**src/rtl/cla_16bit_lcu_pkg.sv**
```systemverilog
`default_nettype none
// ============================================================================
//  Module      : cla_16bit_lcu_pkg
//  Description : Shared width constants for the 16-bit hierarchical CLA.
//  Revision    : 1.0 - initial release
// ============================================================================
package cla_16bit_lcu_pkg;
  localparam int c_WORD_W     = 16;
  localparam int c_SLICE_W    = 4;
  localparam int c_NUM_SLICES = c_WORD_W / c_SLICE_W;
endpackage : cla_16bit_lcu_pkg
`default_nettype wire

```
**src/rtl/cla_16bit_lcu_cla_4bit_pg.sv**
```systemverilog
`default_nettype none
// ============================================================================
//  Module      : cla_4bit_pg
//  Description : 4-bit carry-lookahead slice producing the sum plus block
//                propagate/generate for a second-level lookahead unit.
//  Revision    : 1.0 - initial release
// ============================================================================
module cla_4bit_pg
  import cla_16bit_lcu_pkg::*;
(
  input  logic [c_SLICE_W-1:0] i_a,
  input  logic [c_SLICE_W-1:0] i_b,
  input  logic                 i_cin,
  output logic [c_SLICE_W-1:0] o_sum,
  output logic                 o_p,
  output logic                 o_g
);

  logic [c_SLICE_W-1:0] w_p;
  logic [c_SLICE_W-1:0] w_g;
  logic [c_SLICE_W-1:0] w_c;

  // Bit propagate/generate, flat lookahead carries and slice block terms
  always_comb begin
    w_p = i_a ^ i_b;
    w_g = i_a & i_b;

    // Every carry is a two-level sum of products from the slice carry-in
    w_c[0] = i_cin;
    w_c[1] = w_g[0] | (w_p[0] & i_cin);
    w_c[2] = w_g[1] | (w_p[1] & w_g[0]) | (w_p[1] & w_p[0] & i_cin);
    w_c[3] = w_g[2] | (w_p[2] & w_g[1]) | (w_p[2] & w_p[1] & w_g[0])
           | (w_p[2] & w_p[1] & w_p[0] & i_cin);

    o_sum = w_p ^ w_c;
    o_p   = &w_p;
    o_g   = w_g[3] | (w_p[3] & w_g[2]) | (w_p[3] & w_p[2] & w_g[1])
          | (w_p[3] & w_p[2] & w_p[1] & w_g[0]);
  end

endmodule : cla_4bit_pg
`default_nettype wire

```
**src/rtl/cla_16bit_lcu_lcu_4.sv**
```systemverilog
`default_nettype none
// ============================================================================
//  Module      : lcu_4
//  Description : Second-level lookahead carry unit over four slices; yields
//                the slice carry-ins and the 16-bit block P/G.
//  Revision    : 1.0 - initial release
// ============================================================================
module lcu_4
  import cla_16bit_lcu_pkg::*;
(
  input  logic                    i_cin,
  input  logic [c_NUM_SLICES-1:0] i_p,
  input  logic [c_NUM_SLICES-1:0] i_g,
  output logic                    o_c4,
  output logic                    o_c8,
  output logic                    o_c12,
  output logic                    o_c16,
  output logic                    o_p16,
  output logic                    o_g16
);

  // Slice carries in flat sum-of-products form so no carry ripples across slices
  always_comb begin
    o_c4  = i_g[0] | (i_p[0] & i_cin);
    o_c8  = i_g[1] | (i_p[1] & i_g[0]) | (i_p[1] & i_p[0] & i_cin);
    o_c12 = i_g[2] | (i_p[2] & i_g[1]) | (i_p[2] & i_p[1] & i_g[0])
          | (i_p[2] & i_p[1] & i_p[0] & i_cin);
    o_p16 = &i_p;
    o_g16 = i_g[3] | (i_p[3] & i_g[2]) | (i_p[3] & i_p[2] & i_g[1])
          | (i_p[3] & i_p[2] & i_p[1] & i_g[0]);
    o_c16 = o_g16 | (o_p16 & i_cin);
  end

endmodule : lcu_4
`default_nettype wire

```
**src/rtl/cla_16bit_lcu.sv**
```systemverilog
`default_nettype none
// ============================================================================
//  Module      : cla_16bit_lcu
//  Description : Registered 16-bit two-level carry-lookahead adder with
//                block propagate/generate outputs for wider hierarchies.
//  Revision    : 1.0 - initial release
// ============================================================================
module cla_16bit_lcu
  import cla_16bit_lcu_pkg::*;
(
  input  logic                clk,
  input  logic                rst_n,
  input  logic [c_WORD_W-1:0] in1_16bit,
  input  logic [c_WORD_W-1:0] in2_16bit,
  input  logic                cin,
  output logic [c_WORD_W-1:0] sum_16bit,
  output logic                cout,
  output logic                P_16bit,
  output logic                G_16bit
);

  // w_carry[k] is the carry into slice k; w_carry[c_NUM_SLICES] is c16
  logic [c_NUM_SLICES:0]   w_carry;
  logic [c_WORD_W-1:0]     w_sum;
  logic [c_NUM_SLICES-1:0] w_p;
  logic [c_NUM_SLICES-1:0] w_g;
  logic                    w_p16;
  logic                    w_g16;

  logic [c_WORD_W-1:0]     r_sum;
  logic                    r_cout;
  logic                    r_p16;
  logic                    r_g16;

  assign w_carry[0] = cin;

  generate
    for (genvar k = 0; k < c_NUM_SLICES; k++) begin : g_slice
      cla_4bit_pg u_slice (
        .i_a   (in1_16bit[k*c_SLICE_W +: c_SLICE_W]),
        .i_b   (in2_16bit[k*c_SLICE_W +: c_SLICE_W]),
        .i_cin (w_carry[k]),
        .o_sum (w_sum[k*c_SLICE_W +: c_SLICE_W]),
        .o_p   (w_p[k]),
        .o_g   (w_g[k])
      );
    end
  endgenerate

  lcu_4 u_lcu (
    .i_cin (cin),
    .i_p   (w_p),
    .i_g   (w_g),
    .o_c4  (w_carry[1]),
    .o_c8  (w_carry[2]),
    .o_c12 (w_carry[3]),
    .o_c16 (w_carry[4]),
    .o_p16 (w_p16),
    .o_g16 (w_g16)
  );

  // Single output register stage; reset clears it without waiting for a clock
  always_ff @(posedge clk or negedge rst_n) begin
    if (!rst_n) begin
      r_sum  <= '0;
      r_cout <= 1'b0;
      r_p16  <= 1'b0;
      r_g16  <= 1'b0;
    end else begin
      r_sum  <= w_sum;
      r_cout <= w_carry[c_NUM_SLICES];
      r_p16  <= w_p16;
      r_g16  <= w_g16;
    end
  end

  assign sum_16bit = r_sum;
  assign cout      = r_cout;
  assign P_16bit   = r_p16;
  assign G_16bit   = r_g16;

endmodule : cla_16bit_lcu
`default_nettype wire

```
**config.mk**
```make
export PLATFORM = sky130hd
export DESIGN_NAME = cla_16bit_lcu
export DESIGN_NICKNAME = d
export VERILOG_FILES = /design/src/rtl/cla_16bit_lcu_pkg.sv /design/src/rtl/cla_16bit_lcu_cla_4bit_pg.sv /design/src/rtl/cla_16bit_lcu_lcu_4.sv /design/src/rtl/cla_16bit_lcu.sv
export SDC_FILE = /design/constraint.sdc
export NUM_CORES = 1
export LEC_CHECK = 0
export ABC_AREA = 1
export ABC_CLOCK_PERIOD_IN_PS = 800
export BUFFER_PORTS_ARGS = -buffer_cell sky130_fd_sc_hd__buf_2
export CORE_ASPECT_RATIO = 1.1
export CORE_UTILIZATION = 40
export DETAILED_ROUTE_END_ITERATION = 10
export GPL_ROUTABILITY_DRIVEN = 1
export MAX_ROUTING_LAYER = met4
export PLACE_DENSITY = 0.72
export SLEW_MARGIN = 20
export SYNTH_ARGS = -nofsm -noshare
export SYNTH_HDL_FRONTEND = slang
export SYNTH_HIERARCHICAL = 1
export SYNTH_SLANG_ARGS = --single-unit
```
**constraint.sdc**
```tcl
create_clock -name clk -period 0.8 [get_ports clk]
set_clock_uncertainty 0.15 [all_clocks]
set_input_delay 0 -clock clk [delete_from_list [all_inputs] [get_ports clk]]
set_output_delay 0 -clock clk [all_outputs]
set_load 0.02 [all_outputs]
```
==> run_results.csv, run 1 <==
group,metric,value,unit
run_status,status,"finished with violations",
run_status,violations,"negative hold slack, negative setup slack",
global_routing,antenna_found_initial,0,
layout,postLayoutCoreUtil,0.794,
global_routing,grt_pass1_vias,1417,
timing,period_needed,1.64,ns
layout,fin_nets,323,
worst_setup_path,critical_path_arrival,1.69,ns
worst_setup_path,startpoint_type,"primary input",
global_routing,overflow,0,
logic_synthesis,syn_inst,168,
power,p_seq_frac,0.327,
power,p_leak,1.34,nW
global_routing,track_usage,0.209,
logic_synthesis,ys_ff_latch,19,
clocking,htreeDepth,1,
worst_setup_path,cp_top_family,"adder cells",
worst_setup_path,worst_path_max_delay_cell,"fa_2",
worst_setup_path,path_max_fanout,4,
global_routing,grt_pass1_wl,5.71,mm
floorplan,die_y,63.7,µm
power,powerDensity,1410,mW/mm²
detailed_routing,first_iter_violations,34,
job,drv_cap,0,
detailed_routing,wl_per_cell,13.8,µm
detailed_routing,vias,1473,
timing,timing.final.hold_violations,13,
layout,n_fill_cell,202,
logic_synthesis,synthTopCellsByArea,"dfrtp_1, ha_1, nand2_1, inv_1, fa_1",
placed_design,place_congestion,0.798,
layout,antenna_cells,0,
detailed_routing,first_pass_iters,4,
worst_setup_path,cp-end-kind,"flip-flop",
timing,drv_slew,0,
floorplan,die-area,0.00371,mm²
worst_setup_path,cp_num_buf_inv,3,
layout,ff_latch_area,475,µm²
layout,final_area,0.00264,mm²
logic_synthesis,synth_area_per_cell,8.25,µm²
floorplan,core,0.00333,mm²
clocking,postCtsHoldBufs,1,
timing,relSlewSlack,0.691,
detailed_routing,drc,0,
logic_synthesis,yosysWarnings,6,
layout,area_delta_synth_final,90.7,%
logic_synthesis,synth_top_area_share,0.343,
power,p_switching,1.39,mW
power,p_clk_frac,0.140,
placed_design,dpl_cell_area,0.00205,mm²
worst_setup_path,cp.required,0.85,ns
timing,rsz0062_at_grt,"yes",
timing,fin_ws,-0.840,ns
power,internal_power,2.35,mW
worst_setup_path,worstSetupPathType,"primary input to flip-flop",
clocking,cts_sinks,19,
logic_synthesis,syn_nets,227,
placed_design,port_buffers,53,
clocking,clkTransAtPathRegs,0.13,ns
timing,setup-tns-final,-12.41,ns
hold_path,hold_class,"primary input to flip-flop",
floorplan,start_util,0.416,
power,switching_share,0.373,
layout,drive_gt1_frac,0.612,
logic_synthesis,synth_common_cells,"nand2_1, inv_1, ha_1",
detailed_routing,viasPerCell,4.74,
logic_synthesis,synth_area,0.00139,mm²
detailed_routing,postRouteAntennaNets,0,
timing,fin_crit_sh,2.05,
floorplan,num_rows,22,
timing,hold_ws,-0.106,ns
detailed_routing,drt_wl_total,4.31,mm
worst_setup_path,worst_path_most_repeated_cell,"inv_1",
logic_synthesis,synth_largest_area_cell,"dfrtp_1",
logic_synthesis,synth_edf_count,0,
layout,multi_input_area,0.00115,mm²
logic_synthesis,synth.distinct_cells,17,
floorplan,io_pins,54,
power,comb_power_share,0.533,
timing,fmax,610,MHz
logic_synthesis,seq_area_frac_synth,0.343,
clocking,cts-root-buf,"clkbuf_4",
worst_setup_path,crit_path_max_incr_delay,0.52,ns
power,vdd_drop_max,0.727,mV
timing,worst_pin_slew,0.464,ns
worst_setup_path,cp_cell_sequence,"buf_2 -> ha_4 -> nand2_2 -> nor2_1 -> nor2_2 -> o21bai_2 -> a21oi_2 -> o21ai_2 -> inv_1 -> fa_2 -> inv_1",
floorplan,die_width,58.1,µm
timing,setup_viol,36,
clocking,ctsLongestPathBuffers,2,
logic_synthesis,synth-async-reset-ratio,1.00,
logic_synthesis,synthFlopType,"dfrtp_1",
power,finalPower,3.74,mW
clocking,cts_tree,"yes",
global_routing,grt_max_degree,20,
placed_design,dp_hpwl,2.33,mm
clocking,cts_buffers,3,
logic_synthesis,synth.most_common_cell,"nand2_1",
-- power by group through the flow --
stage          registers [mW]  clock network [mW]  logic [mW]
2_1_floorplan            1.43                   0       0.566
3_3_place_gp             1.20                   0        1.33
3_5_place_dp             1.20                   0        1.35
4_1_cts                  1.22               0.515        1.69
5_1_grt                  1.24               0.585        2.14
6_report                 1.22               0.523        1.99
-- flip-flops by register name (all words and copies together) (netlist names) --
name,cells
P_16bit,1
sum_16bit,16
G_16bit,1
cout,1
-- cell families after synthesis --
kind of cell               count (synthesis)  synth area share
AOI/OAI and AO/OA                          8            0.0361
xor gates and xnor gates                   8            0.0505
adders and majority gates                 24             0.238
buffers and inverters                     35            0.0948
DFF                                       19             0.343
and+or+nand+nor                           74             0.237
-- repair_timing --
action,in CTS,in global routing
setup buffers,8,11
hold endpoints to repair,32,12
pin swaps,24,24
resized for setup,71,50
endpoints found under the setup margin,36,35
-- cell usage in the layout, fill, tap and decap left out, types with 2 or more instances in the layout --
cell	instances
clkbuf_4	3
buf_6	35
xnor2_1	4
fa_2	4
ha_4	13
nor3_4	2
buf_4	32
inv_1	26
o21bai_2	2
a21oi_2	2
inv_4	3
nor2_1	3
nor2_2	3
nand2_1	28
ha_1	6
nand4_1	4
buf_2	21
nor2_4	5
inv_2	4
nand3_1	5
nand3_4	3
nand2_4	2
buf_8	2
dfrtp_1	19
nand2_2	12
nand3_2	7
xor2_1	4
-- metal layers --
metal  part of all wire  global-route usage
met4              0.024              0.0536
met5                  0                   -
met1               0.37               0.224
met3              0.038              0.0304
met2               0.56               0.392
-- cell type report --
cell class | count | area share
Timing Repair Buffer | 91 | 0.295
Sequential cell | 19 | 0.180
Clock inverter | 1 | 0.00189
Inverter | 35 | 0.0573
Clock buffer | 3 | 0.00852
Multi-Input combinational cell | 114 | 0.435
Tap cell | 48 | 0.0227
-- worst paths after layout --
check,start,to,slack [ns],cells after the start
min in group asynchronous,rst_n,sum_16bit[0]$_DFF_PN0_,0,2
max in group asynchronous,rst_n,sum_16bit[14]$_DFF_PN0_,0.16,2
worst min-delay path,cin,cout$_DFF_PN0_,-0.11,4
worst max-delay path,in1_16bit[10],sum_16bit[12]$_DFF_PN0_,-0.84,11
-- through the flow --
| step | setup WS [ns] | std cells |
|---|---|---|
| CTS | -0.717 | 302 |
| global placement | -1.03 | 294 |
| floorplan | -0.903 | 168 |
| global route | -0.835 | 311 |
| detailed placement | -1.10 | 294 |
| finish | -0.840 | 311 |
(Power assumes the default switching activity.)
==> inputs of run 2 (changes only) <==
--- a/config.mk
+++ b/config.mk
@@ -6,14 +6,15 @@
 export NUM_CORES = 1
 export LEC_CHECK = 0
 export ABC_AREA = 1
-export ABC_CLOCK_PERIOD_IN_PS = 800
+export ABC_CLOCK_PERIOD_IN_PS = 1700
 export BUFFER_PORTS_ARGS = -buffer_cell sky130_fd_sc_hd__buf_2
 export CORE_ASPECT_RATIO = 1.1
-export CORE_UTILIZATION = 40
+export CORE_UTILIZATION = 48
 export DETAILED_ROUTE_END_ITERATION = 10
 export GPL_ROUTABILITY_DRIVEN = 1
 export MAX_ROUTING_LAYER = met4
-export PLACE_DENSITY = 0.72
+export PLACE_DENSITY = 0.83
+export SKIP_CTS_REPAIR_TIMING = 1
 export SLEW_MARGIN = 20
 export SYNTH_ARGS = -nofsm -noshare
 export SYNTH_HDL_FRONTEND = slang
==> constraint.sdc (replaced) <==
create_clock -name clk -period 1.7 [get_ports clk]
set_clock_uncertainty 0.15 [all_clocks]
set_input_delay 0 -clock clk [delete_from_list [all_inputs] [get_ports clk]]
set_output_delay 0 -clock clk [all_outputs]
set_load 0.02 [all_outputs]
==> run 2 against run 1 <==
Compared with the run above: the flow finishes with violations (negative hold slack); sequential cell count did not move; worst setup slack improved by 0.92 ns; combinational power fell by 68%; worst hold slack improved by 0.059 ns; core utilization fell by 3.6 points; final area fell by 21%; global-route usage rose by 0.085 points; critical path type unchanged; critical endpoint is now sum_16bit[13]$_DFF_PN0_.
==> run_results.csv, run 2 (synthesis results as in run 1) <==
group,metric,value,unit
detailed_routing,drt_wl_total,3.14,mm
hold_path,min_path_cells,4,
timing,timing.final.hold_violations,14,
timing,period_needed,1.62,ns
worst_setup_path,cp_num_buf_inv,3,
worst_setup_path,startpoint_type,"primary input",
global_routing,overflow,0,
timing,drv_slew,0,
detailed_routing,wl_per_cell,10.7,µm
global_routing,grt_max_degree,20,
worst_setup_path,worst_path_max_delay_cell,"fa_1",
worst_setup_path,worst_path_most_repeated_cell,"inv_1",
clocking,cts-root-buf,"clkbuf_4",
global_routing,grt_pass1_wl,4.64,mm
global_routing,track_usage,0.209,
clocking,clkTransAtPathRegs,0.11,ns
detailed_routing,viasPerCell,4.81,
worst_setup_path,cp.depth,11,
power,p_clk_frac,0.159,
power,p_switching,514,µW
power,p_seq_frac,0.390,
layout,final_cell_mix,"buf_2, nand2_1, inv_1",
hold_path,hold_class,"primary input to flip-flop",
layout,area_delta_synth_final,50.5,%
run_status,status,"finished with violations",
global_routing,antenna_found_initial,0,
layout,final_area,0.00209,mm²
clocking,htreeDepth,1,
power,p_leak,1.18,nW
clocking,cts_tree,"yes",
worst_setup_path,path_max_fanout,4,
worst_setup_path,cp.required,1.75,ns
worst_setup_path,cp_cell_sequence,"buf_2 -> ha_4 -> inv_1 -> nor2_2 -> nor2_1 -> o21bai_1 -> a21oi_1 -> o21ai_1 -> inv_1 -> fa_1 -> xnor2_1",
floorplan,start_util,0.504,
placed_design,place_congestion,0.802,
floorplan,die_width,53.2,µm
worst_setup_path,worstSetupPathType,"primary input to flip-flop",
worst_setup_path,critical_path_arrival,1.67,ns
detailed_routing,first_pass_iters,6,
timing,rsz0062_at_grt,"no",
power,internal_power,899,µW
timing,setup_viol,0,
placed_design,place_ws,-0.210,ns
timing,relSlewSlack,0.732,
clocking,ctsLongestPathBuffers,2,
detailed_routing,postRouteAntennaNets,0,
timing,hold_ws,-0.0472,ns
run_status,violations,"negative hold slack",
layout,final_common_cell,"buf_2",
worst_setup_path,cp-end-kind,"flip-flop",
timing,fin_crit_sh,0.955,
global_routing,grt_pass1_vias,1239,
floorplan,die_y,58.4,µm
layout,largest_register_ffs,16,
power,comb_power_share,0.450,
detailed_routing,drc,0,
floorplan,core,0.00275,mm²
placed_design,dpl_cell_area,0.00187,mm²
floorplan,io_pins,54,
power,switching_share,0.363,
floorplan,num_rows,20,
placed_design,dp_hpwl,2.41,mm
layout,drive_gt1_frac,0.323,
job,drv_cap,0,
placed_design,port_buffers,53,
timing,fin_ws,0.0765,ns
detailed_routing,vias,1408,
clocking,cts_sinks,19,
timing,worst_pin_slew,0.401,ns
timing,fmax,616,MHz
layout,fin_nets,320,
power,powerDensity,677,mW/mm²
detailed_routing,first_iter_violations,19,
clocking,cts_buffers,3,
worst_setup_path,cp_top_family,"adder cells",
layout,postLayoutCoreUtil,0.758,
worst_setup_path,crit_path_max_incr_delay,0.37,ns
power,finalPower,1.41,mW
layout,antenna_cells,0,
floorplan,die-area,0.00311,mm²
power,vdd_drop_max,0.451,mV
[run 2: changes by cell type in the layout (fill, tap and decap cells not counted), moves of 10 or more]
cell	delta
buf_6	-35
buf_2	+32
dlygate4sd3_1	+18
buf_4	-16
ha_1	+11
nand2_1	+11
ha_4	-10
[run 2: cell type report]
cell class,count,area [µm²]
clock inverters,1,5.00
multi-input cells,114,836
well taps,33,41.3
flip-flops and latches,19,475
clock buffers,3,22.5
fillers,199,666
inverters,35,131
repair buffers,88,576
[run 2: tightest hold or removal path, cell delays in order]
cell and delay (ns):
buf_2 0.08, ha_1 0.15, nand3_1 0.08, nand2_1 0.06
[run 2: stage by stage]
step / setup TNS (ns) / instances / hold slack (ns)
2_1_floorplan: -0.0264 / 168 / -0.446
3_3_place_gp: -0.786 / 270 / -0.192
3_5_place_dp: -1.19 / 270 / -0.192
4_1_cts: 0 / 274 / -0.532
5_1_grt: 0 / 293 / -0.0509
6_report: 0 / 293 / -0.0472
[run 2: final timing paths]
kind | end | from
worst max-delay path | sum_16bit[13]$_DFF_PN0_ | in1_16bit[6]
worst min-delay path | sum_16bit[11]$_DFF_PN0_ | in2_16bit[11]
max in group asynchronous | sum_16bit[1]$_DFF_PN0_ | rst_n
min in group asynchronous | sum_16bit[9]$_DFF_PN0_ | rst_n
[run 2: per-layer routing]
layer | part of all wire | vias to the layer above | GRT usage | wire length [µm]
met5 | 0 | - | - | 0
met4 | 0.020 | 0 | 0.0752 | 62
met3 | 0.032 | 8 | 0.0362 | 101
met2 | 0.56 | 39 | 0.404 | 1760
met1 | 0.39 | 653 | 0.199 | 1210
li1 | - | 708 | - | -
[run 2: power groups by stage]
stage               logic, mW  clock network, mW  registers [mW]
CTS                     0.590              0.232           0.553
floorplan               0.240                  0           0.674
finish                  0.637              0.225           0.551
detailed placement      0.589                  0           0.562
global route            0.703              0.257           0.561
global placement        0.569                  0           0.561
